==> src/rtl/bcd_pkg.sv <==
// Shared definitions for the digit-serial BCD adder: FSM state encodings,
// BCD digit constants and the invalid-digit scan helper.
package bcd_pkg;

  localparam int DIGIT_W = 4;
  localparam logic [3:0] BCD_MAX = 4'd9;
  localparam logic [3:0] BCD_ADJ = 4'd6;

  typedef enum logic [1:0] {
    IDLE = 2'd0,
    ADD  = 2'd1,
    DONE = 2'd2
  } state_e;

  // Flags any of the lowest n packed digits that lies outside 0..9.
  function automatic logic bcd_any_invalid(input logic [31:0] v, input int n);
    logic bad;
    bad = 1'b0;
    for (int i = 0; i < 8; i++) begin
      if ((i < n) && (v[4*i +: 4] > BCD_MAX)) begin
        bad = 1'b1;
      end
    end
    return bad;
  endfunction

endpackage

==> src/rtl/bcd_digit_add.sv <==
// Combinational one-digit BCD adder; raw sums above 9 are corrected by +6
// with the result taken mod 16, so out-of-range inputs still give a fixed answer.
module bcd_digit_add
  import bcd_pkg::*;
(
  input  logic [3:0] x,
  input  logic [3:0] y,
  input  logic       ci,
  output logic [3:0] s,
  output logic       co
);

  logic [4:0] raw_s;

  // Raw binary sum followed by the decimal correction.
  always_comb begin
    raw_s = {1'b0, x} + {1'b0, y} + {4'b0000, ci};
    if (raw_s > {1'b0, BCD_MAX}) begin
      s  = raw_s[3:0] + BCD_ADJ;
      co = 1'b1;
    end else begin
      s  = raw_s[3:0];
      co = 1'b0;
    end
  end

endmodule

==> src/rtl/bcd_serial_adder_ctrl.sv <==
// Digit-serial BCD add sequencer around one shared bcd_digit_add.
// Optional feature macro: BCD_SUBTRACT_EN (adds Sub port, ten's-complement subtract).
module bcd_serial_adder_ctrl
  import bcd_pkg::*;
#(
  parameter int DIGITS = 4
) (
  input  logic                  Clock,
  input  logic                  Resetn,
  input  logic                  Start,
  input  logic [4*DIGITS-1:0]   X,
  input  logic [4*DIGITS-1:0]   Y,
  input  logic                  Cin,
`ifdef BCD_SUBTRACT_EN
  input  logic                  Sub,
`endif
  output logic [4*DIGITS-1:0]   Sum,
  output logic                  Cout,
  output logic                  Busy,
  output logic                  Done,
  output logic                  Err
);

  localparam int W  = DIGIT_W * DIGITS;
  localparam int CW = $clog2(DIGITS);

  state_e        state_r;
  logic [W-1:0]  x_r;
  logic [W-1:0]  y_r;
  logic [W-1:0]  acc_r;
  logic          c_r;
  logic          err_pend_r;
  logic [CW-1:0] cnt_r;

  logic [W-1:0]  y_cap_s;
  logic          c_cap_s;
  logic          err_cap_s;
  logic [3:0]    dig_s;
  logic          co_s;
  logic          last_s;
  logic [W-1:0]  acc_next_s;

  // Operand conditioning at capture; Err always looks at the Y as presented.
  always_comb begin
    y_cap_s   = Y;
    c_cap_s   = Cin;
    err_cap_s = bcd_any_invalid(32'(X), DIGITS) | bcd_any_invalid(32'(Y), DIGITS);
`ifdef BCD_SUBTRACT_EN
    if (Sub) begin
      for (int i = 0; i < DIGITS; i++) begin
        y_cap_s[4*i +: 4] = BCD_MAX - Y[4*i +: 4];
      end
      c_cap_s = 1'b1;
    end else begin
      y_cap_s = Y;
      c_cap_s = Cin;
    end
`endif
  end

  bcd_digit_add u_digit (
    .x  (x_r[3:0]),
    .y  (y_r[3:0]),
    .ci (c_r),
    .s  (dig_s),
    .co (co_s)
  );

  assign last_s     = (cnt_r == CW'(DIGITS - 1));
  assign acc_next_s = {dig_s, acc_r[W-1:4]};

  // Sequencer FSM; results are published on the final ADD edge so they are
  // visible exactly in the DONE cycle and never expose partial sums.
  always_ff @(posedge Clock or negedge Resetn) begin
    if (!Resetn) begin
      state_r    <= IDLE;
      x_r        <= '0;
      y_r        <= '0;
      acc_r      <= '0;
      c_r        <= 1'b0;
      err_pend_r <= 1'b0;
      cnt_r      <= '0;
      Sum        <= '0;
      Cout       <= 1'b0;
      Busy       <= 1'b0;
      Done       <= 1'b0;
      Err        <= 1'b0;
    end else begin
      case (state_r)
        IDLE, DONE: begin
          Done <= 1'b0;
          if (Start) begin
            x_r        <= X;
            y_r        <= y_cap_s;
            c_r        <= c_cap_s;
            acc_r      <= '0;
            err_pend_r <= err_cap_s;
            cnt_r      <= '0;
            Busy       <= 1'b1;
            state_r    <= ADD;
          end else begin
            Busy    <= 1'b0;
            state_r <= IDLE;
          end
        end
        ADD: begin
          x_r   <= {4'd0, x_r[W-1:4]};
          y_r   <= {4'd0, y_r[W-1:4]};
          c_r   <= co_s;
          acc_r <= acc_next_s;
          cnt_r <= cnt_r + CW'(1);
          if (last_s) begin
            Sum     <= acc_next_s;
            Cout    <= co_s;
            Err     <= err_pend_r;
            Busy    <= 1'b0;
            Done    <= 1'b1;
            state_r <= DONE;
          end else begin
            Busy    <= 1'b1;
            Done    <= 1'b0;
            state_r <= ADD;
          end
        end
        default: begin
          Busy    <= 1'b0;
          Done    <= 1'b0;
          state_r <= IDLE;
        end
      endcase
    end
  end

endmodule

==> config.mk <==
export PLATFORM = sky130hd
export DESIGN_NAME = bcd_serial_adder_ctrl
export DESIGN_NICKNAME = d
export VERILOG_FILES = /design/src/rtl/bcd_pkg.sv /design/src/rtl/bcd_digit_add.sv /design/src/rtl/bcd_serial_adder_ctrl.sv
export SDC_FILE = /design/constraint.sdc
export NUM_CORES = 1
export LEC_CHECK = 0
export CORE_MARGIN = 2
export CORE_UTILIZATION = 40
export DETAILED_ROUTE_END_ITERATION = 8
export GPL_TIMING_DRIVEN = 0
export MAX_ROUTING_LAYER = met4
export PLACE_DENSITY = 0.64
export SETUP_SLACK_MARGIN = 0.2
export SLEW_MARGIN = 20
export SYNTH_ARGS = -nofsm -noshare
export SYNTH_HDL_FRONTEND = slang
export SYNTH_SLANG_ARGS = --single-unit
==> constraint.sdc <==
create_clock -name Clock -period 2.85 [get_ports Clock]
set_input_delay 0.285 -clock Clock [delete_from_list [all_inputs] [get_ports Clock]]
set_output_delay 0.285 -clock Clock [all_outputs]
set_load 0.01 [all_outputs]
==> summary.txt <==
Outcome
  • Outcome: complete, no violations

Yosys
  • EDFF count, synth: 0
  • Top FF cell, synth: dfrtp_1
  • Synthesized area: 0.00302 sq mm
  • Share of flip-flops with an asynchronous set or reset: 100%
  • Commonest cells post-synth: 69 x dfrtp_1, 60 x nand2_1, 29 x nor2_1
  • Warnings, synthesis: 0
  • #FFs+latches synth: 69
  • Yosys cell types: 30
  • Register area share after synthesis: 57.1%
  • Syn_area_per_cell: 10.3 sq um
  • Net Count, Synth: 336
  • Post-synth top area cell: dfrtp_1
  • Most numerous cell in the Yosys netlist: dfrtp_1
  • Post-Syn Instances: 293
  • Top cells by area, synth: dfrtp_1 57%, nand2_1 7.5%, mux2_2 5.2%
  • Yosys top cell area share: 57.1%

Finish
  • Layout cell share with drive strength beyond 1: 9.24%
  • Non-Filler Instances: 467
  • Nets@finish: ~410
  • Area growth syn-to-layout: 30.1%
  • Number of diodes: 0

Floorplanning
  • Core area: ~0.0073 sq mm
  • IO Pins: 56
  • Initial core utilization: 41.4%
  • Row count: 31
  • Area of the die: 0.00827 sq mm
  • Chip Width: between 90 and 100 microns
  • Die height: slightly above 90 microns

CTS
  • Sink Count: slightly below 70
  • H-Tree Depth: 3
  • CTS tree: yes
  • CTS Buf Count: 9
  • Clk root buf: clkbuf_8
  • Clk slew on worst S/H paths: ~0.070 ns
  • Later-pin clock latency in the skew report: around 0.34 ns
  • Clk buf depth: 2

STA
  • Least-Margin Pin Slew: 0.679 ns
  • Fin. Hold Viols: 0
  • Tmin final: 2.51 ns
  • Skew final: 0.00861 ns
  • Relative slew slack: 54.7%
  • Setup violators final: 0
  • Tcrit/Tclk final: 88.2%
  • Highest clock rate: 0.398 GHz
  • Slew Limit Fails: 0
  • RSZ-0062 raised after global routing: false

Critical path
  • Crit-path max FO: 5
  • Worst Setup SP: c_r
  • Worst reg2reg setup slack: 0.34 ns
  • Crit. End Element: flop
  • Worst reg2reg endpoint: acc_r[13]
  • Startpoint Class: flop
  • Worst Path Required: ~3.1 ns
  • CP Class: reg -> reg
  • Length in cells of the worst reg-to-reg path: 7
  • R2r startpoint: c_r
  • Worst EP arrival: 2.79 ns

Routing
  • Post-route ant nets: 0
  • DRT iter0 DRCs: 80
  • Initial DRT Pass Iterations: 4
  • Final WL: slightly below 7000 microns
  • Via density: ~5.3
  • Routed vias: 2459
  • Post-DR wirelength/cell: roughly 15 microns
  • Residual DRC: 0

Flow run
  • Number of max-cap violations: 0

Global routing
  • GRT overflow: 0
  • Initial antenna violation count: 0
  • First-pass GRT wire length: 11300 microns
  • Gr usage total: 18.1%
  • Vias in the first global route: 2304
  • Pin count of the biggest net entering global routing: 57

Pwr
  • Pwr Density: between 1000 and 1500 mW/mm^2
  • PnR Total Power: approximately 5 mW
  • Pleak: 1.76 nW
  • Max VDD drop: 0.450 mV

Place
  • Port Buf Inserts: 55
  • Final Wtd Congestion: 0.826
  • Placed Cells: 448
  • HPWL after DPL: between 4000 and 5000 microns

Hold path
  • Worst Hold Class: in -> async
-- critical path, stage by stage, from the launching register on --
cell and delay [ns]:
dfrtp_1 0.42, fa_2 0.42, fa_2 0.56, inv_1 0.05, ha_1 0.20, a21o_1 0.23, or4_1 0.48, nand3_1 0.08
-- stage by stage --
stage | setup WS [ns] | hold slack, ns | util [%] | setup TNS (ns) | cell area [sq um]
6_report | 0.336 | 0.331 | 53.9 | 0 | 3930
5_1_grt | 0.228 | 0.331 | 53.9 | 0 | 3930
3_3_place_gp | -0.856 | 0.458 | 50.7 | -58.81 | 3700
2_1_floorplan | 0.387 | -0.0106 | - | 0 | 3020
4_1_cts | 0.211 | 0.323 | 53.5 | 0 | 3900
3_5_place_dp | 0.242 | 0.161 | 51.0 | 0 | 3720
-- sequential cells by signal, summed over array words and instances, names as in the netlist, 2 cells and up --
| register | cells |
|---|---|
| state_r | 2 |
| cnt_r | 2 |
| y_r | 16 |
| Sum | 16 |
| acc_r | 12 |
| x_r | 16 |
-- placed cells by master (no fill, tap or decap), types with 3 or more instances in the layout --
| cell | n |
|---|---|
| clkdlybuf4s50_1 | 54 |
| nand2_1 | 60 |
| clkbuf_1 | 18 |
| buf_1 | 3 |
| mux2i_1 | 3 |
| a21o_1 | 4 |
| o21ai_0 | 15 |
| dfrtp_1 | 69 |
| a31oi_1 | 24 |
| ha_1 | 5 |
| clkbuf_8 | 11 |
| a21oi_1 | 6 |
| and3_1 | 3 |
| nor2_1 | 29 |
| buf_4 | 3 |
| mux2_2 | 14 |
| inv_1 | 4 |
| a22o_1 | 17 |
-- cell families (layout without fill, tap and decap cells) --
| kind of cell | count (synthesis) | after routing | share of synthesized area, % |
|---|---|---|---|
| flops | 69 | 69 | 57.1 |
| buf+inv | 22 | 97 | 2.77 |
| compound gates | 72 | 72 | 15.8 |
| fa+ha+maj | 7 | 7 | 3.40 |
| simple gates | 104 | 104 | 14.1 |
| mux | 17 | 17 | 6.21 |
| xor+xnor | 2 | 2 | 0.580 |
-- layer usage --
| metal | part of all wire (%) | up-vias | track usage (%) |
|---|---|---|---|
| met5 | 0 | - | - |
| met1 | 46 | 1190 | 22.9 |
| met4 | 2.0 | 0 | 7.83 |
| met3 | 5.5 | 12 | 4.67 |
| li1 | - | 1172 | - |
| met2 | 46 | 85 | 27.5 |
-- final cells by class --
type | count | area (sq um)
fill | 689 | 3360
buffer | 18 | 68.8
timing repair buffer | 59 | 601
clock buffer | 15 | 166
sequential | 69 | 1730
clock inverter | 1 | 5.00
inverter | 4 | 15.0
tap | 99 | 124
multi-input combinational | 202 | 1220
-- repair_timing --
item	in CTS	in global routing
gates resized for setup	0	3
setup endpoints to repair	0	6
endpoints found under the hold margin	13	0
hold buffers	1	0
setup buffers	0	2
-- where the power goes --
part	switching [mW]	total [mW]	internal, mW	leakage, nW
Sequential	0.287	1.74	1.45	0.852
Clock	0.345	0.709	0.364	0.0877
Combinational	1.37	2.55	1.18	0.821
Total	2.00	5.00	3.00	1.76
-- worst max path at each step --
stage,end,slack (ns),depth (start not counted)
after floorplan,acc_r[13],0.39,7
after global placement,x_r[12],-0.86,1
after detailed placement,acc_r[13],0.24,7
after CTS,acc_r[13],0.21,7
after global routing,acc_r[14],0.23,6
final,acc_r[13],0.34,7
No activity file was read; power rests on OpenSTA's default activity.
